===== config.mk =====
export PLATFORM = sky130hd
export DESIGN_NAME = csr_irq_unit
export DESIGN_NICKNAME = d
export VERILOG_FILES = /design/src/rtl/csr_pkg.sv /design/src/rtl/irq_prio.sv /design/src/rtl/csr_irq_unit.sv
export SDC_FILE = /design/constraint.sdc
export NUM_CORES = 1
export LEC_CHECK = 0
export CAP_MARGIN = 15
export CORE_ASPECT_RATIO = 1.2
export CORE_MARGIN = 5
export CORE_UTILIZATION = 48
export CTS_CLUSTER_DIAMETER = 30
export DETAILED_ROUTE_END_ITERATION = 8
export PLACE_DENSITY = 0.78
export SLEW_MARGIN = 20
export SYNTH_ARGS = -nofsm -noshare
export SYNTH_HDL_FRONTEND = slang
export SYNTH_SLANG_ARGS = --single-unit

===== constraint.sdc =====
create_clock -name clk -period 2.5 [get_ports clk]
set_input_delay 0.25 -clock clk [delete_from_list [all_inputs] [get_ports clk]]
set_output_delay 0.25 -clock clk [all_outputs]
set_load 0.1 [all_outputs]

===== src/rtl/csr_pkg.sv =====
// Shared constants and types for the machine-mode CSR / interrupt unit.
// Contents: CSR addresses, mstatus bit positions, the bit offset of the
// interrupt lines inside mie/mip/mcause, and the redirect FSM state type.
package csr_pkg;

  localparam logic [11:0] CSR_MSTATUS = 12'h300;
  localparam logic [11:0] CSR_MIE     = 12'h304;
  localparam logic [11:0] CSR_MTVEC   = 12'h305;
  localparam logic [11:0] CSR_MEPC    = 12'h341;
  localparam logic [11:0] CSR_MCAUSE  = 12'h342;
  localparam logic [11:0] CSR_MIP     = 12'h344;

  localparam int MSTATUS_MIE_BIT  = 3;
  localparam int MSTATUS_MPIE_BIT = 7;

  // irq[i] lives at bit IRQ_OFFSET+i of mie/mip and gives cause code IRQ_OFFSET+i
  localparam int IRQ_OFFSET = 16;

  // Wide enough for up to 16 interrupt lines
  localparam int IRQ_IDX_W = 4;

  typedef enum logic {
    RUN      = 1'b0,
    REDIRECT = 1'b1
  } state_e;

endpackage


===== src/rtl/irq_prio.sv =====
// Fixed-priority encoder: the lowest-numbered asserted request wins.
// Ports:
//   req   - request vector (NUM_IRQ bits)
//   valid - at least one request is asserted
//   idx   - index of the winning request (0 when none)
module irq_prio
  import csr_pkg::*;
#(
  parameter int NUM_IRQ = 4
) (
  input  logic [NUM_IRQ-1:0]   req,
  output logic                 valid,
  output logic [IRQ_IDX_W-1:0] idx
);

  always_comb begin
    valid = |req;
    idx   = '0;
    // Scan from the top down so the lowest set index is the last one written
    for (int i = NUM_IRQ - 1; i >= 0; i--) begin
      if (req[i]) idx = IRQ_IDX_W'(i);
    end
  end

endmodule


===== src/rtl/csr_irq_unit.sv =====
// Machine-mode CSR file with level-sensitive interrupt take and mret handling.
// Ports:
//   clk, reset           - clock, synchronous active-high reset
//   csr_addr/wdata/wr/rd - csrrw access from the memory/writeback stage
//   is_mret, pc_wb       - mret flag and PC of the memory/writeback instruction
//   irq                  - level-sensitive interrupt requests
//   csr_rdata            - combinational read data (pre-write value)
//   epc, epc_taken       - fetch redirect target and one-cycle strobe
module csr_irq_unit
  import csr_pkg::*;
#(
  parameter int               NUM_IRQ   = 4,
  parameter int               XLEN      = 32,
  parameter logic [XLEN-1:0]  MTVEC_RST = 32'h0000_0040
) (
  input  logic               clk,
  input  logic               reset,
  input  logic [11:0]        csr_addr,
  input  logic [XLEN-1:0]    csr_wdata,
  input  logic               csr_wr,
  input  logic               csr_rd,
  input  logic               is_mret,
  input  logic [XLEN-1:0]    pc_wb,
  input  logic [NUM_IRQ-1:0] irq,
  output logic [XLEN-1:0]    csr_rdata,
  output logic [XLEN-1:0]    epc,
  output logic               epc_taken
);

  localparam logic [XLEN-1:0] WORD_MASK = {{(XLEN-2){1'b1}}, 2'b00};

  state_e               state_q, state_d;
  logic                 redir_mret_q, redir_mret_d;   // redirect was caused by mret
  logic                 mstatus_mie_q, mstatus_mie_d;
  logic                 mstatus_mpie_q, mstatus_mpie_d;
  logic [NUM_IRQ-1:0]   mie_q, mie_d;
  logic [NUM_IRQ-1:0]   pend_q, pend_d;
  logic [XLEN-1:0]      mtvec_q, mtvec_d;
  logic [XLEN-1:0]      mepc_q, mepc_d;
  logic [XLEN-1:0]      mcause_q, mcause_d;

  logic                 prio_valid;
  logic [IRQ_IDX_W-1:0] prio_idx;
  logic                 take;
  logic [XLEN-1:0]      cause_val;
  logic [XLEN-1:0]      trap_base;

  irq_prio #(.NUM_IRQ(NUM_IRQ)) u_irq_prio (
    .req   (pend_q & mie_q),
    .valid (prio_valid),
    .idx   (prio_idx)
  );

  assign take = (state_q == RUN) & mstatus_mie_q & prio_valid & ~csr_wr & ~is_mret;

  always_comb begin
    cause_val            = '0;
    cause_val[XLEN-1]    = 1'b1;
    cause_val[4:0]       = 5'(IRQ_OFFSET) + 5'(prio_idx);
  end

  // Read mux: returns the current (pre-write) register contents
  always_comb begin
    csr_rdata = '0;
    if (csr_rd) begin
      case (csr_addr)
        CSR_MSTATUS: begin
          csr_rdata[MSTATUS_MIE_BIT]  = mstatus_mie_q;
          csr_rdata[MSTATUS_MPIE_BIT] = mstatus_mpie_q;
        end
        CSR_MIE:    csr_rdata[IRQ_OFFSET +: NUM_IRQ] = mie_q;
        CSR_MTVEC:  csr_rdata = mtvec_q;
        CSR_MEPC:   csr_rdata = mepc_q;
        CSR_MCAUSE: csr_rdata = mcause_q;
        CSR_MIP:    csr_rdata[IRQ_OFFSET +: NUM_IRQ] = pend_q;
        default:    csr_rdata = '0;
      endcase
    end
  end

  // Next-state: software writes first, then trap/mret side effects override
  always_comb begin
    state_d        = state_q;
    redir_mret_d   = redir_mret_q;
    mstatus_mie_d  = mstatus_mie_q;
    mstatus_mpie_d = mstatus_mpie_q;
    mie_d          = mie_q;
    pend_d         = irq;
    mtvec_d        = mtvec_q;
    mepc_d         = mepc_q;
    mcause_d       = mcause_q;

    if (csr_wr) begin
      case (csr_addr)
        CSR_MSTATUS: begin
          mstatus_mie_d  = csr_wdata[MSTATUS_MIE_BIT];
          mstatus_mpie_d = csr_wdata[MSTATUS_MPIE_BIT];
        end
        CSR_MIE:    mie_d    = csr_wdata[IRQ_OFFSET +: NUM_IRQ];
        CSR_MTVEC:  mtvec_d  = csr_wdata;
        CSR_MEPC:   mepc_d   = csr_wdata & WORD_MASK;
        CSR_MCAUSE: mcause_d = csr_wdata;
        default: ;
      endcase
    end

    if (state_q == RUN) begin
      if (is_mret) begin
        mstatus_mie_d  = mstatus_mpie_q;
        mstatus_mpie_d = 1'b1;
        redir_mret_d   = 1'b1;
        state_d        = REDIRECT;
      end else if (take) begin
        mepc_d         = pc_wb & WORD_MASK;
        mcause_d       = cause_val;
        mstatus_mpie_d = mstatus_mie_q;
        mstatus_mie_d  = 1'b0;
        redir_mret_d   = 1'b0;
        state_d        = REDIRECT;
      end
    end else begin
      // Redirect is a single cycle; pending lines are looked at again in RUN
      state_d = RUN;
    end
  end

  always_ff @(posedge clk) begin
    if (reset) begin
      state_q        <= RUN;
      redir_mret_q   <= 1'b0;
      mstatus_mie_q  <= 1'b0;
      mstatus_mpie_q <= 1'b0;
      mie_q          <= '0;
      pend_q         <= '0;
      mtvec_q        <= MTVEC_RST;
      mepc_q         <= '0;
      mcause_q       <= '0;
    end else begin
      state_q        <= state_d;
      redir_mret_q   <= redir_mret_d;
      mstatus_mie_q  <= mstatus_mie_d;
      mstatus_mpie_q <= mstatus_mpie_d;
      mie_q          <= mie_d;
      pend_q         <= pend_d;
      mtvec_q        <= mtvec_d;
      mepc_q         <= mepc_d;
      mcause_q       <= mcause_d;
    end
  end

  assign trap_base = {mtvec_q[XLEN-1:2], 2'b00};
  assign epc_taken = (state_q == REDIRECT);

  // Vectored mode adds 4*cause code; the interrupt flag bit is not part of the offset
  always_comb begin
    epc = '0;
    if (state_q == REDIRECT) begin
      if (redir_mret_q)              epc = mepc_q;
      else if (mtvec_q[1:0] == 2'b01) epc = trap_base + {mcause_q[XLEN-3:0], 2'b00};
      else                            epc = trap_base;
    end
  end

endmodule


==> impl_metrics.py <==
metrics = {
    "cts": {
        "path_clk_slew_ps": 80,
        "cts-htree-levels": 3,
        "cts_sinks": 108,
        "cts_tree": "built",
        "root_buffer": "clkbuf_16",
        "cts_made_buffers": 9,
        "clk_path_buf_depth": 2,
        "clock_latency_ps": 370,
    },
    "timing": {
        "period_share_pct": 142,
        "fin_skew_ps": 10.8,
        "fmax_ghz": 0.282,
        "slew_headroom_pct": 55.6,
        "hold_violations": 0,
        "finalWorstSetupSlack_ps": -1050,
        "max_slew.worst_pin.slew_ps": 667,
        "setup_violations": 44,
        "whs_ps": 318,
        "drv_slew": 0,
        "timing.final.crit_period_ps": 3550,
        "rsz0062_at_grt": "true",
    },
    "cells_and_area": {
        "fin_cells": 1488,
        "nFillCells": 725,
        "area_growth_pct": 76.3,
        "num-nets-final": 1394,
        "diodes": 0,
        "fin_util_pct": 86.6,
        "drive_gt1_share_pct": 41.0,
    },
    "logic_synthesis": {
        "ys_async_sr_fraction_pct": 0,
        "synth.avg_cell_area_sq_um": 7.55,
        "synth_ff_type": "dfxtp_1",
        "yosys-top-cells-area": "dfxtp_1 29%, nand2_1 11%, a21oi_1 7.4%, a311oi_2 6.1%, ha_1 4.9%",
        "synth_cells": 981,
        "synth_top_area_cell": "dfxtp_1",
        "yosysTopAreaCellShare_pct": 29.2,
        "synth_edf_count": 0,
        "ys_types": 68,
        "ys_warn_count": 0,
        "synth_seq_area_share_pct": 29.2,
        "postSynthNetCount": 1096,
        "ys_ff_latch": 108,
        "synth_area_sq_um": 7410,
    },
    "die": {
        "die_area_sq_um": 18000,
        "coreArea_sq_um": 15100,
        "rows": 49,
        "num_io_pins": 150,
        "start_util_pct": 49.1,
        "fp.dieW_um": 123,
        "die_h_um": 146,
    },
    "place": {
        "place.gp.congestion": 0.932,
        "post-place-ws_ps": -493,
        "io_buffers": 147,
        "hpwlAfterDp_um": 22800,
        "place_inst": 1440,
    },
    "global_route": {
        "grt_max_degree": 38,
        "grt_pass1_vias": 10395,
        "antenna_found_initial": 0,
        "grt_pass1_wl_um": 56900,
        "grtUsageTotal_pct": 40.6,
        "grt_overflow": 0,
    },
    "worst_setup_path": {
        "critPathKind": "flip-flop to output port",
        "startpoint_type": "flip-flop",
        "crit_path_end_kind": "output port",
        "crit_fanout": 3,
        "worstReg2RegEnd": "mepc_q[19]",
        "reg2reg_from": "mie_q[0]",
        "r2r_cells": 7,
        "arrival_ps": 3300,
        "r2r_slack_ps": 210,
        "cp_data_required_time_ps": 2250,
    },
    "routing": {
        "post_drt_wl_per_cell_um": 26.2,
        "drt_iter0_drc": 1827,
        "drt_wl_total_um": 39000,
        "remaining_drc_errors": 0,
        "num_vias": 10308,
        "first_pass_iters": 8,
        "vias_per_cell": 6.93,
        "antenna_left": 0,
    },
    "status": {
        "status": "finished with violations",
        "violations": "setup timing",
    },
    "power": {
        "ir_drop_v": 0.000335,
        "p_per_area_nw_per_um2": 291,
        "leakage_uw": 0.00486,
    },
    "worst_hold_path": {
        "hp-start": "reset",
        "hold_end": "mstatus_mie_q",
        "hold_depth": 2,
        "hold_class": "input pin to flip-flop",
    },
    "run": {
        "max-cap-violations": 0,
    },
}
-- routing by layer --
layer | track usage (%) | up-vias | wire (um)
li1 | - | 4184 | -
met1 | 47.0 | 4714 | 12500
met2 | 64.7 | 1011 | 17800
met3 | 10.2 | 399 | 4810
met4 | 28.1 | 0 | 3860
met5 | 0 | - | 0
-- cell usage after synthesis (9+ instances only) --
master and number:
a31oi_1 9, nand3_1 42, a311oi_2 30, mux2i_1 10, o211ai_1 9, o21ai_0 37
nand2_1 211, dfxtp_1 108, xnor2_1 13, ha_1 29, and3_1 11, clkbuf_1 50
nor2_1 87, a21oi_1 110, a21o_1 18, nor2b_1 15, inv_1 12, buf_2 18
a222oi_1 32
-- layout by cell type (no fill, tap or decap), drive strengths merged, types with 9 or more instances in the layout --
cell type,count
nand3,42
a311oi,30
dfxtp,108
and3,11
nor2,88
nor2b,15
a21oi,110
clkdlybuf4s50,70
o21ai,39
clkbuf,11
inv,14
mux2i,10
nand2,212
a222oi,32
ha,29
a21o,18
a31oi,9
nor3,9
buf,284
xnor2,13
o211ai,10
-- layout make-up --
type | instances | area, sq um | share of cell area [%]
flip-flops and latches | 108 | 2200 | 16.9
clock buffers | 10 | 229 | 1.75
inverters | 13 | 51.3 | 0.393
multi-input cells | 782 | 6110 | 46.8
repair buffers | 365 | 4130 | 31.6
clock inverters | 6 | 83.8 | 0.642
well taps | 204 | 255 | 1.95
-- sequential cells by signal, summed over array words and instances (netlist names) --
register,cells
mcause_q,32
mstatus_mpie_q,1
mepc_q,32
epc_taken,1
mie_q,4
mstatus_mie_q,1
redir_mret_q,1
mtvec_q,32
pend_q,4
-- how the worst max path moves through the flow --
stage                      from  cells after the start  slack, ps       to
finish              mcause_q[0]                     13      -1050  epc[26]
global route        mcause_q[0]                     13      -1220  epc[18]
CTS                 mcause_q[0]                     12       -860  epc[28]
detailed placement  mcause_q[0]                     12       -490  epc[28]
global placement    mcause_q[0]                     12       -480  epc[28]
floorplan           mcause_q[0]                     11       -650  epc[24]
-- cells by family after synthesis --
group / after synthesis / share of synthesized area [%]
AO/OA/AOI/OAI: 302 / 30.6
XOR/XNOR: 18 / 2.13
adder cells (fa/ha/maj): 30 / 5.17
buffers and inverters: 92 / 5.44
flip-flops: 108 / 29.2
multiplexers: 16 / 2.26
AND/OR/NAND/NOR: 415 / 25.3
-- report_power, final --
part	leakage, uW	switching (uW)	internal [uW]
Clock	0.000152	766	803
Sequential	0.000884	14.4	1720
Combinational	0.00383	286	211
Total	0.00486	1070	2730
-- through the flow --
step	TNS, ps	total power (uW)	area (sq um)
2_1_floorplan	-7290	1980	8170
3_3_place_gp	-15440	2240	11700
3_5_place_dp	-19890	2250	11700
4_1_cts	-15170	3750	12800
5_1_grt	-24770	3860	13100
6_report	-19660	3800	13100
-- critical path, stage by stage (launching register included) --
cell,delay (ps)
dfxtp_4,370
ha_4,190
inv_4,50
fa_2,370
nor2b_4,140
o31a_1,270
buf_4,200
o2111ai_4,160
a21oi_4,250
o21ai_4,120
a21o_1,220
and3_4,160
o31ai_4,200
buf_12,210
-- repair_timing --
action	CTS	global route
cloned	5	1
hold buffers	0	0
resized for setup	117	50
endpoints found under the setup margin	57	60
hold endpoints to repair	0	0
pin swaps	82	63
buffers inserted	30	7
No activity file was read; power rests on OpenSTA's default activity.
